### src/rtl/output_stream_packer.sv
`default_nettype none
// ============================================================================
// Module      : output_stream_packer
// Description : Output stage of the feature-map pipeline. Pixel words from
//               the compute pipeline go into a small first-word-fall-through
//               skid FIFO. The FIFO asks upstream to pause one entry before
//               it is full. Words at the FIFO head are tagged with their
//               column/row position so that row and frame boundaries are
//               visible downstream.
// Ports       : clk          - single clock, rising edge
//               rst          - synchronous active-high reset
//               in_valid     - pixel word present on in_data this cycle
//               in_data      - NFMAPS x BITWIDTH pixel word (fmap 0 in LSBs)
//               stall        - pause request to upstream (count >= depth-1)
//               out_valid    - out_data holds a valid pixel word
//               out_ready    - downstream accepts the word this cycle
//               out_data     - oldest FIFO entry (zero when empty)
//               out_last_col - head word is the last pixel of its row
//               out_last_row - head word belongs to the last row of the frame
//               frame_done   - one-cycle pulse after the final frame pixel
//               overflow     - sticky: a word arrived while full and was lost
// Revision    : 1.0 - initial release
// ============================================================================
module output_stream_packer #(
   parameter int BITWIDTH   = 8,
   parameter int NFMAPS     = 3,
   parameter int OUT_X_DIM  = 32,
   parameter int OUT_Y_DIM  = 32,
   parameter int FIFO_DEPTH = 4    // power of two, >= 2
) (
   input  logic                       clk,
   input  logic                       rst,
   input  logic                       in_valid,
   input  logic [NFMAPS*BITWIDTH-1:0] in_data,
   output logic                       stall,
   output logic                       out_valid,
   input  logic                       out_ready,
   output logic [NFMAPS*BITWIDTH-1:0] out_data,
   output logic                       out_last_col,
   output logic                       out_last_row,
   output logic                       frame_done,
   output logic                       overflow
);

   localparam int c_DW = NFMAPS * BITWIDTH;
   localparam int c_PW = $clog2(FIFO_DEPTH);
   localparam int c_CW = $clog2(FIFO_DEPTH) + 1;
   localparam int c_XW = (OUT_X_DIM > 1) ? $clog2(OUT_X_DIM) : 1;
   localparam int c_YW = (OUT_Y_DIM > 1) ? $clog2(OUT_Y_DIM) : 1;

   localparam logic [c_CW-1:0] c_FULL     = c_CW'(FIFO_DEPTH);
   localparam logic [c_CW-1:0] c_STALL_AT = c_CW'(FIFO_DEPTH - 1);
   localparam logic [c_XW-1:0] c_X_LAST   = c_XW'(OUT_X_DIM - 1);
   localparam logic [c_YW-1:0] c_Y_LAST   = c_YW'(OUT_Y_DIM - 1);

   // ------------------------------------------------------------------------
   // State
   // ------------------------------------------------------------------------
   logic [c_DW-1:0] mem_q [FIFO_DEPTH];
   logic [c_DW-1:0] mem_d [FIFO_DEPTH];
   logic [c_PW-1:0] wr_ptr_q, wr_ptr_d;
   logic [c_PW-1:0] rd_ptr_q, rd_ptr_d;
   logic [c_CW-1:0] count_q, count_d;
   logic [c_XW-1:0] x_q, x_d;
   logic [c_YW-1:0] y_q, y_d;
   logic            frame_done_q, frame_done_d;
   logic            overflow_q, overflow_d;

   logic w_full;
   logic w_pop;
   logic w_push;
   logic w_drop;
   logic w_x_last;
   logic w_y_last;

   // ------------------------------------------------------------------------
   // Handshake decode
   // ------------------------------------------------------------------------
   assign w_full   = (count_q == c_FULL);
   assign w_pop    = out_valid && out_ready;
   // A pop in the same cycle frees the slot, so a full FIFO can still accept.
   assign w_push   = in_valid && (!w_full || w_pop);
   assign w_drop   = in_valid && w_full && !w_pop;
   assign w_x_last = (x_q == c_X_LAST);
   assign w_y_last = (y_q == c_Y_LAST);

   // ------------------------------------------------------------------------
   // Next-state logic
   // ------------------------------------------------------------------------
   always_comb begin
      mem_d        = mem_q;
      wr_ptr_d     = wr_ptr_q;
      rd_ptr_d     = rd_ptr_q;
      count_d      = count_q;
      x_d          = x_q;
      y_d          = y_q;
      frame_done_d = 1'b0;
      overflow_d   = overflow_q | w_drop;

      if (w_push) begin
         mem_d[wr_ptr_q] = in_data;
         // Depth is a power of two, so natural pointer overflow is the wrap.
         wr_ptr_d        = wr_ptr_q + c_PW'(1);
      end

      if (w_pop) begin
         rd_ptr_d = rd_ptr_q + c_PW'(1);
      end

      unique case ({w_push, w_pop})
         2'b10:   count_d = count_q + c_CW'(1);
         2'b01:   count_d = count_q - c_CW'(1);
         default: count_d = count_q;
      endcase

      // Position tags follow the FIFO head, so they move only on handshakes.
      if (w_pop) begin
         if (w_x_last) begin
            x_d = '0;
            if (w_y_last) begin
               y_d          = '0;
               frame_done_d = 1'b1;
            end else begin
               y_d = y_q + c_YW'(1);
            end
         end else begin
            x_d = x_q + c_XW'(1);
         end
      end
   end

   // ------------------------------------------------------------------------
   // Registers
   // ------------------------------------------------------------------------
   always_ff @(posedge clk) begin
      if (rst) begin
         for (int i = 0; i < FIFO_DEPTH; i++) begin
            mem_q[i] <= '0;
         end
         wr_ptr_q     <= '0;
         rd_ptr_q     <= '0;
         count_q      <= '0;
         x_q          <= '0;
         y_q          <= '0;
         frame_done_q <= 1'b0;
         overflow_q   <= 1'b0;
      end else begin
         mem_q        <= mem_d;
         wr_ptr_q     <= wr_ptr_d;
         rd_ptr_q     <= rd_ptr_d;
         count_q      <= count_d;
         x_q          <= x_d;
         y_q          <= y_d;
         frame_done_q <= frame_done_d;
         overflow_q   <= overflow_d;
      end
   end

   // ------------------------------------------------------------------------
   // Outputs (all derived from registered state)
   // ------------------------------------------------------------------------
   assign out_valid    = (count_q != '0);
   assign out_data     = out_valid ? mem_q[rd_ptr_q] : '0;
   assign stall        = (count_q >= c_STALL_AT);
   assign out_last_col = out_valid && w_x_last;
   assign out_last_row = out_valid && w_y_last;
   assign frame_done   = frame_done_q;
   assign overflow     = overflow_q;

endmodule
`default_nettype wire

### config.mk
export PLATFORM = sky130hd
export DESIGN_NAME = output_stream_packer
export DESIGN_NICKNAME = d
export VERILOG_FILES = /design/src/rtl/output_stream_packer.sv
export SDC_FILE = /design/constraint.sdc
export NUM_CORES = 1
export LEC_CHECK = 0
export ABC_AREA = 1
export CAP_MARGIN = 20
export CORE_UTILIZATION = 50
export DETAILED_ROUTE_END_ITERATION = 6
export GPL_TIMING_DRIVEN = 0
export PLACE_DENSITY = 0.72
export SLEW_MARGIN = 20
export SYNTH_ARGS = -nofsm -noshare
export SYNTH_HDL_FRONTEND = slang
export SYNTH_SLANG_ARGS = --single-unit
### constraint.sdc
create_clock -name clk -period 2.55 [get_ports clk]
set_input_delay 0.255 -clock clk [delete_from_list [all_inputs] [get_ports clk]]
set_output_delay 0.255 -clock clk [all_outputs]
set_load 0.01 [all_outputs]
### After elaboration in Yosys (flattened, before gate mapping)

Index checks and enable logic that the tools add are counted.

* memory bits (writable): 0
* flip-flop bits (word level): 115
* input port bits: 28
* latch bits: 0
* output and inout bits: 30
* memories: 0
* bits in read-only memories: 0

* eq/ne operators: 5
* multipliers: 0
* bitwise logic cells: 5
* shifts and indexed selects: 0
* mux-type cells: 11
* $lt $le $gt $ge: 4
* div/mod/pow operators: 0
* add/subtract/negate cells: 6
* reductions and logical operators: 14

Operators with widths (number)
* bitwise mux 96 bit: 1
* 2-to-1 mux 24 bit: 4
* binary-select mux 24 bit (select 2 bit): 1
* demux 24 bit (select 2 bit): 1
* adder 5 x 1 -> 5 bit, second input constant: 2
* equality test 5 bit, second input constant: 2
* 2-to-1 mux 5 bit: 2
* logical AND 1 bit: 7
* >= comparator 3 bit, second input constant: 2
* inverter 2 -> 3 bit: 2
* one-hot mux 3 bit (2 select lines): 1
* adder 2 x 1 -> 2 bit, second input constant: 2
* adder 3 x 1 -> 3 bit, second input constant: 1
* equality test 3 bit, second input constant: 1
* >= comparator 3 x 2 -> 1 bit, second input constant: 1
* less-than comparator 3 x 1 -> 1 bit, second input constant: 1
* nonzero test 3 bit: 1
* OR reduction 3 bit: 1
* subtractor 3 x 1 -> 3 bit, second input constant: 1
* equality test 2 x 1 -> 1 bit, second input constant: 1
* equality test 2 bit, second input constant: 1
* zero test 1 bit: 2
* inverter 1 bit: 2
* AND reduction 2 bit: 1
* 4 further kinds: 4

### Logic depth before layout (Yosys ltp)

* depth after elaboration: 6
* mapped depth: 12
* depth with buffers taken out: 11

### Worst setup path before layout

OpenSTA, ideal clock, no wires.

* kind: flip-flop to flip-flop
* start: register count_q[0]
* end: register count_q[2]
* cell stages (with the launch flop): 12
* arrival time: 1.822 ns
* setup slack: 0.608 ns
* required time: 2.431 ns
* setup time: 0.119 ns
* cells stage by stage: dfxtp_1 nor2_2 nand3_2 buf_2 nand2_1 ha_1 inv_1 fa_1 nand2_1 nand3_1 o21ai_0 a21oi_1

* cells in the longest elaborated chain, start to end: 6

Ends and longest elaborated chain
* start: declaration: RTL line 63 `logic [c_CW-1:0] count_q, count_d;`
* start signal: assignment: RTL line 151 `count_q <= count_d;`
* equality test 3 bit / nonzero test 3 bit (equally long branches): RTL line 79, 162
* zero test 1 bit / logical AND 1 bit (equally long branches): RTL line 82, 80
* logical OR 1 bit: RTL line 82 `assign w_push = in_valid && (!w_full || w_pop);`
* logical AND 1 bit: RTL line 82
* equality test 2 x 1 -> 1 bit / equality test 2 bit (equally long branches): RTL line 110 `unique case ({w_push, w_pop})`
* one-hot mux 3 bit (2 select lines) / nonzero test 2 bit (equally long branches)

Parallel ways exist; a longest one is shown, timed or not.
A chain may end at the register's enable or synchronous reset.

### Worst setup path in the final report

* start: register rd_ptr_q[0]
* end: output out_data[20]

* cells in the longest elaborated chain, start to end: 5

Ends and longest elaborated chain
* start: declaration: RTL line 62 `logic [c_PW-1:0] rd_ptr_q, rd_ptr_d;`
* start signal: assignment: RTL line 150 `rd_ptr_q <= rd_ptr_d;`
* inverter 2 -> 3 bit (implied by the code): RTL line 163 `assign out_data = out_valid ? mem_q[rd_ptr_q] : '0;`
* binary-select mux 24 bit (select 2 bit): RTL line 163
* 2-to-1 mux 24 bit (implied by the code) (2 in a row): RTL line 163
* 2-to-1 mux 24 bit: RTL line 163
* end: declaration: RTL line 38 `output logic [NFMAPS*BITWIDTH-1:0] out_data,`

Every way passes these cells. The select of a mux whose other input is x is not followed.

==> run_results.csv <==
group,metric,value,unit
critical_path,rrSetupSlack,0.22,ns
min_path,hold-path-cell-count,4,
pwr,ir_drop,0.6564,mV
place,portBuffers,55,
pwr,power_density,883.2,nW/um2
min_path,timing.hold.worst.start,"in_valid",
timing,timing.final.crit_period,2.529,ns
place,placedCellCount,987,
floorplan,fp.dieH,105.9,um
floorplan,num_io_pins,58,
finish,finalNonFillerCells,1022,
synth,synth.area.top_cells,"sky130_fd_sc_hd__dfxtp_1, sky130_fd_sc_hd__a21oi_1, sky130_fd_sc_hd__nand2_1",
critical_path,cp_data_required_time,2.30,ns
timing,timing.final.crit_share,99.16,%
grt,wire_length_of_the_first_global_routing_pass,26350,um
floorplan,floorplan.die.width,105.9,um
cts,clock_latency_late_sink,0.53,ns
place,hpwl,11090,um
synth,synth_seq_cells,115,
critical_path,crit_path_max_incr_delay,0.55,ns
synth,synth_top_area_cell,"sky130_fd_sc_hd__dfxtp_1",
floorplan,initial_core_util,52.01,%
critical_path,timing.critical_path.slowest_stage_cell,"sky130_fd_sc_hd__clkdlybuf4s50_1",
critical_path,critPathLaunchType,"flip-flop",
synth,postSynthAreaPerCell,6.776,um2
cts,tritoncts_clock_tree,"done",
cts,clk_path_buf_depth,2,
drt,finalWirelength,16180,um
critical_path,worstSetupPathType,"flip-flop to primary output",
timing,worst_slew_pin_slew,0.6502,ns
critical_path,worst-path-max-fanout,10,
drt,post-route-drc-count,0,
finish,fin_nets,911,
flow_run,maxCapViolCount,0,
cts,ctsRootBufferMaster,"sky130_fd_sc_hd__clkbuf_8",
finish,area_growth_syn_to_layout,25.49,%
timing,timing.slew.headroom,56.65,%
drt,avgRoutedWirePerCell,15.83,um
timing,rsz0062_at_grt,"yes",
critical_path,crit-reg2reg-launch,"count_q[0]",
critical_path,timing.rr.end,"count_q[2]",
finish,layout_cells_sized_above_1,8.014,%
grt,via_count_of_the_first_global_routing_pass,5345,
floorplan,row_count,37,
cts,clk_transition_reported_paths,0.05,ns
timing,clock_skew,0.005942,ns
timing,final-hold-violation-count,0,
timing,achievable-frequency,0.3955,GHz
critical_path,worst_setup_path_end_kind,"primary output",
cts,numCtsBuffers,17,
critical_path,critical-path-top-cell-by-count,"sky130_fd_sc_hd__a21oi_1",
place,detailed_place.area,6115,um2
critical_path,critical_path_at,2.27,ns
drt,drt-pass1-iter-count,5,
synth,ys_seq_area_share,42.68,%
critical_path,worstPathCellList,"inv_1 -> buf_4 -> buf_6 -> a21oi_1 -> o21ai_0 -> a21oi_1 -> clkdlybuf4s50_1",
cts,clock_sink_count,115,
run_status,status,"finished clean",
timing,timing.final.setup_violations,0,
min_path,min-delay-path-class,"input pin to flip-flop",
synth,synth_nets,834,
drt,antenna_violating_nets_post_route,0,
finish,final.fill_count,968,
drt,drt_iter0_drc,446,
grt,globalRouteOverflowTotal,0,
drt,routed_via_count,5644,
pwr,post-layout-total-power,5.979,mW
floorplan,core-area,10370,um2
cts,htree_levels,4,
synth,yosysWarningCount,0,
critical_path,worst_r2r_path_depth,11,
grt,grt_start_max_net_pins,17,
min_path,holdPathEnd,"mem_q[11]",
finish,post-route-cell-area,6769,um2
pwr,leakagePower,3.067,nW
synth,mappedNetlistArea,5394,um2
place,weighted_congestion_reported_at_the_end_of_routability_driven_placement,0.8581,
finish,diodes,0,
drt,detail_route.vias_per_cell,5.523,
synth,yosysTopAreaCellShare,42.68,%
timing,final-max-slew-violation-count,0,
synth,synth_cells,796,
floorplan,fp.dieArea,11210,um2
synth,yosys.cell_types.count,19,
grt,groute.usage.overall,30.66,%
grt,number_of_antenna_violations_at_the_first_check_in_global_routing,0,
[registers in the layout (all words and copies together), names as in the netlist]
| register | cells |
|---|---|
| rd_ptr_q | 2 |
| mem_q | 96 |
| x_q | 5 |
| count_q | 3 |
| frame_done | 1 |
| overflow | 1 |
| wr_ptr_q | 2 |
| y_q | 5 |
[cell usage in the layout, fill, tap and decap left out, drive strengths merged]
master and n:
clkdlybuf4s50 36, a21oi 133, nor2 114, nor3 2, ha 9, fa 1
dlymetal6s2s 16, inv 68, dlygate4sd3 1, nand2 170, bufinv 1, dfxtp 115
dlygate4sd2 3, nand4 51, clkbuf 62, o21ai 60, clkinv 7, buf 27
nand3 9, or2 1
[final cells by class]
type | count | area, um2 | share of cell area, %
Multi-Input combinational cell | 550 | 2560 | 37.82
Inverter | 71 | 276.5 | 4.085
Clock buffer | 27 | 481.7 | 7.116
Timing Repair Buffer | 58 | 611.8 | 9.039
Tap cell | 136 | 170.2 | 2.514
Buffer | 60 | 314.1 | 4.640
Sequential cell | 115 | 2305 | 34.05
Clock inverter | 5 | 50.05 | 0.7394
[metal layers]
metal  up-vias  part of all wire, %  track usage (%)
li1       2751                    -                -
met2       257                   46            49.63
met5         -                    0                0
met1      2595                   43            38.10
met4         0                  2.9            14.88
met3        41                  8.0            7.483
[power by group]
part           switching [mW]  internal (mW)  leakage [nW]
sequential             0.0707           1.95         0.937
combinational            1.13          0.686          1.87
clock                   0.786           1.36         0.264
total                    1.98           4.00          3.07
[critical path: cells and delay by family, from the launching register on]
| family | cells | cell delay, ns |
|---|---|---|
| DFF | 1 | 0.38 |
| buffers and inverters | 4 | 1.00 |
| AOI/OAI and AO/OA | 3 | 0.36 |
[Yosys cell counts]
cell	n
sky130_fd_sc_hd__nor2_1	113
sky130_fd_sc_hd__or2_2	1
sky130_fd_sc_hd__nor2_2	1
sky130_fd_sc_hd__nand2_1	170
sky130_fd_sc_hd__inv_1	68
sky130_fd_sc_hd__ha_1	9
sky130_fd_sc_hd__nand3_1	8
sky130_fd_sc_hd__buf_4	8
sky130_fd_sc_hd__nand3_2	1
sky130_fd_sc_hd__nor3_1	2
sky130_fd_sc_hd__buf_1	2
sky130_fd_sc_hd__nand4_1	51
sky130_fd_sc_hd__clkbuf_1	36
sky130_fd_sc_hd__a21oi_1	133
sky130_fd_sc_hd__dfxtp_1	115
sky130_fd_sc_hd__clkinv_1	3
sky130_fd_sc_hd__o21ai_0	60
sky130_fd_sc_hd__buf_2	14
sky130_fd_sc_hd__fa_1	1
[per-stage QoR]
stage	util, %	setup TNS, ns	setup slack (ns)	hold slack, ns
2_1_floorplan	-	0	0.6081	0.3899
3_3_place_gp	58.96	-0.01150	-0.01150	0.4419
3_5_place_dp	58.96	-0.07141	-0.07141	0.4488
4_1_cts	64.56	0	0.002309	0.2821
5_1_grt	65.28	-0.06142	-0.06142	0.3328
6_report	65.28	0	0.02130	0.2979
[worst max-delay path by stage]
stage                      startpoint      endpoint  slack (ns)
after floorplan            count_q[0]    count_q[2]        0.61
after global placement      out_ready    count_q[2]       -0.01
after detailed placement    out_ready    count_q[2]       -0.07
after CTS                 rd_ptr_q[1]   out_data[2]       0.002
after global routing      rd_ptr_q[0]  out_data[20]       -0.06
final                     rd_ptr_q[0]  out_data[20]        0.02
[timing repair]
| action | in CTS | in global routing |
|---|---|---|
| hold buffers | 1 | 0 |
| endpoints found under the hold margin | 3 | 0 |
| setup buffers | 0 | 2 |
| pin swaps | 0 | 2 |
| gates resized for setup | 25 | 30 |
| endpoints found under the setup margin | 26 | 23 |
[kinds of logic after synthesis]
group | Yosys count | synth area share (%)
flip-flops | 115 | 42.68
AND/OR/NAND/NOR | 347 | 26.95
buffers and inverters | 131 | 9.998
adder cells (fa/ha/maj) | 10 | 2.459
AO/OA/AOI/OAI | 193 | 17.91
No activity file was read; power rests on OpenSTA's default activity.
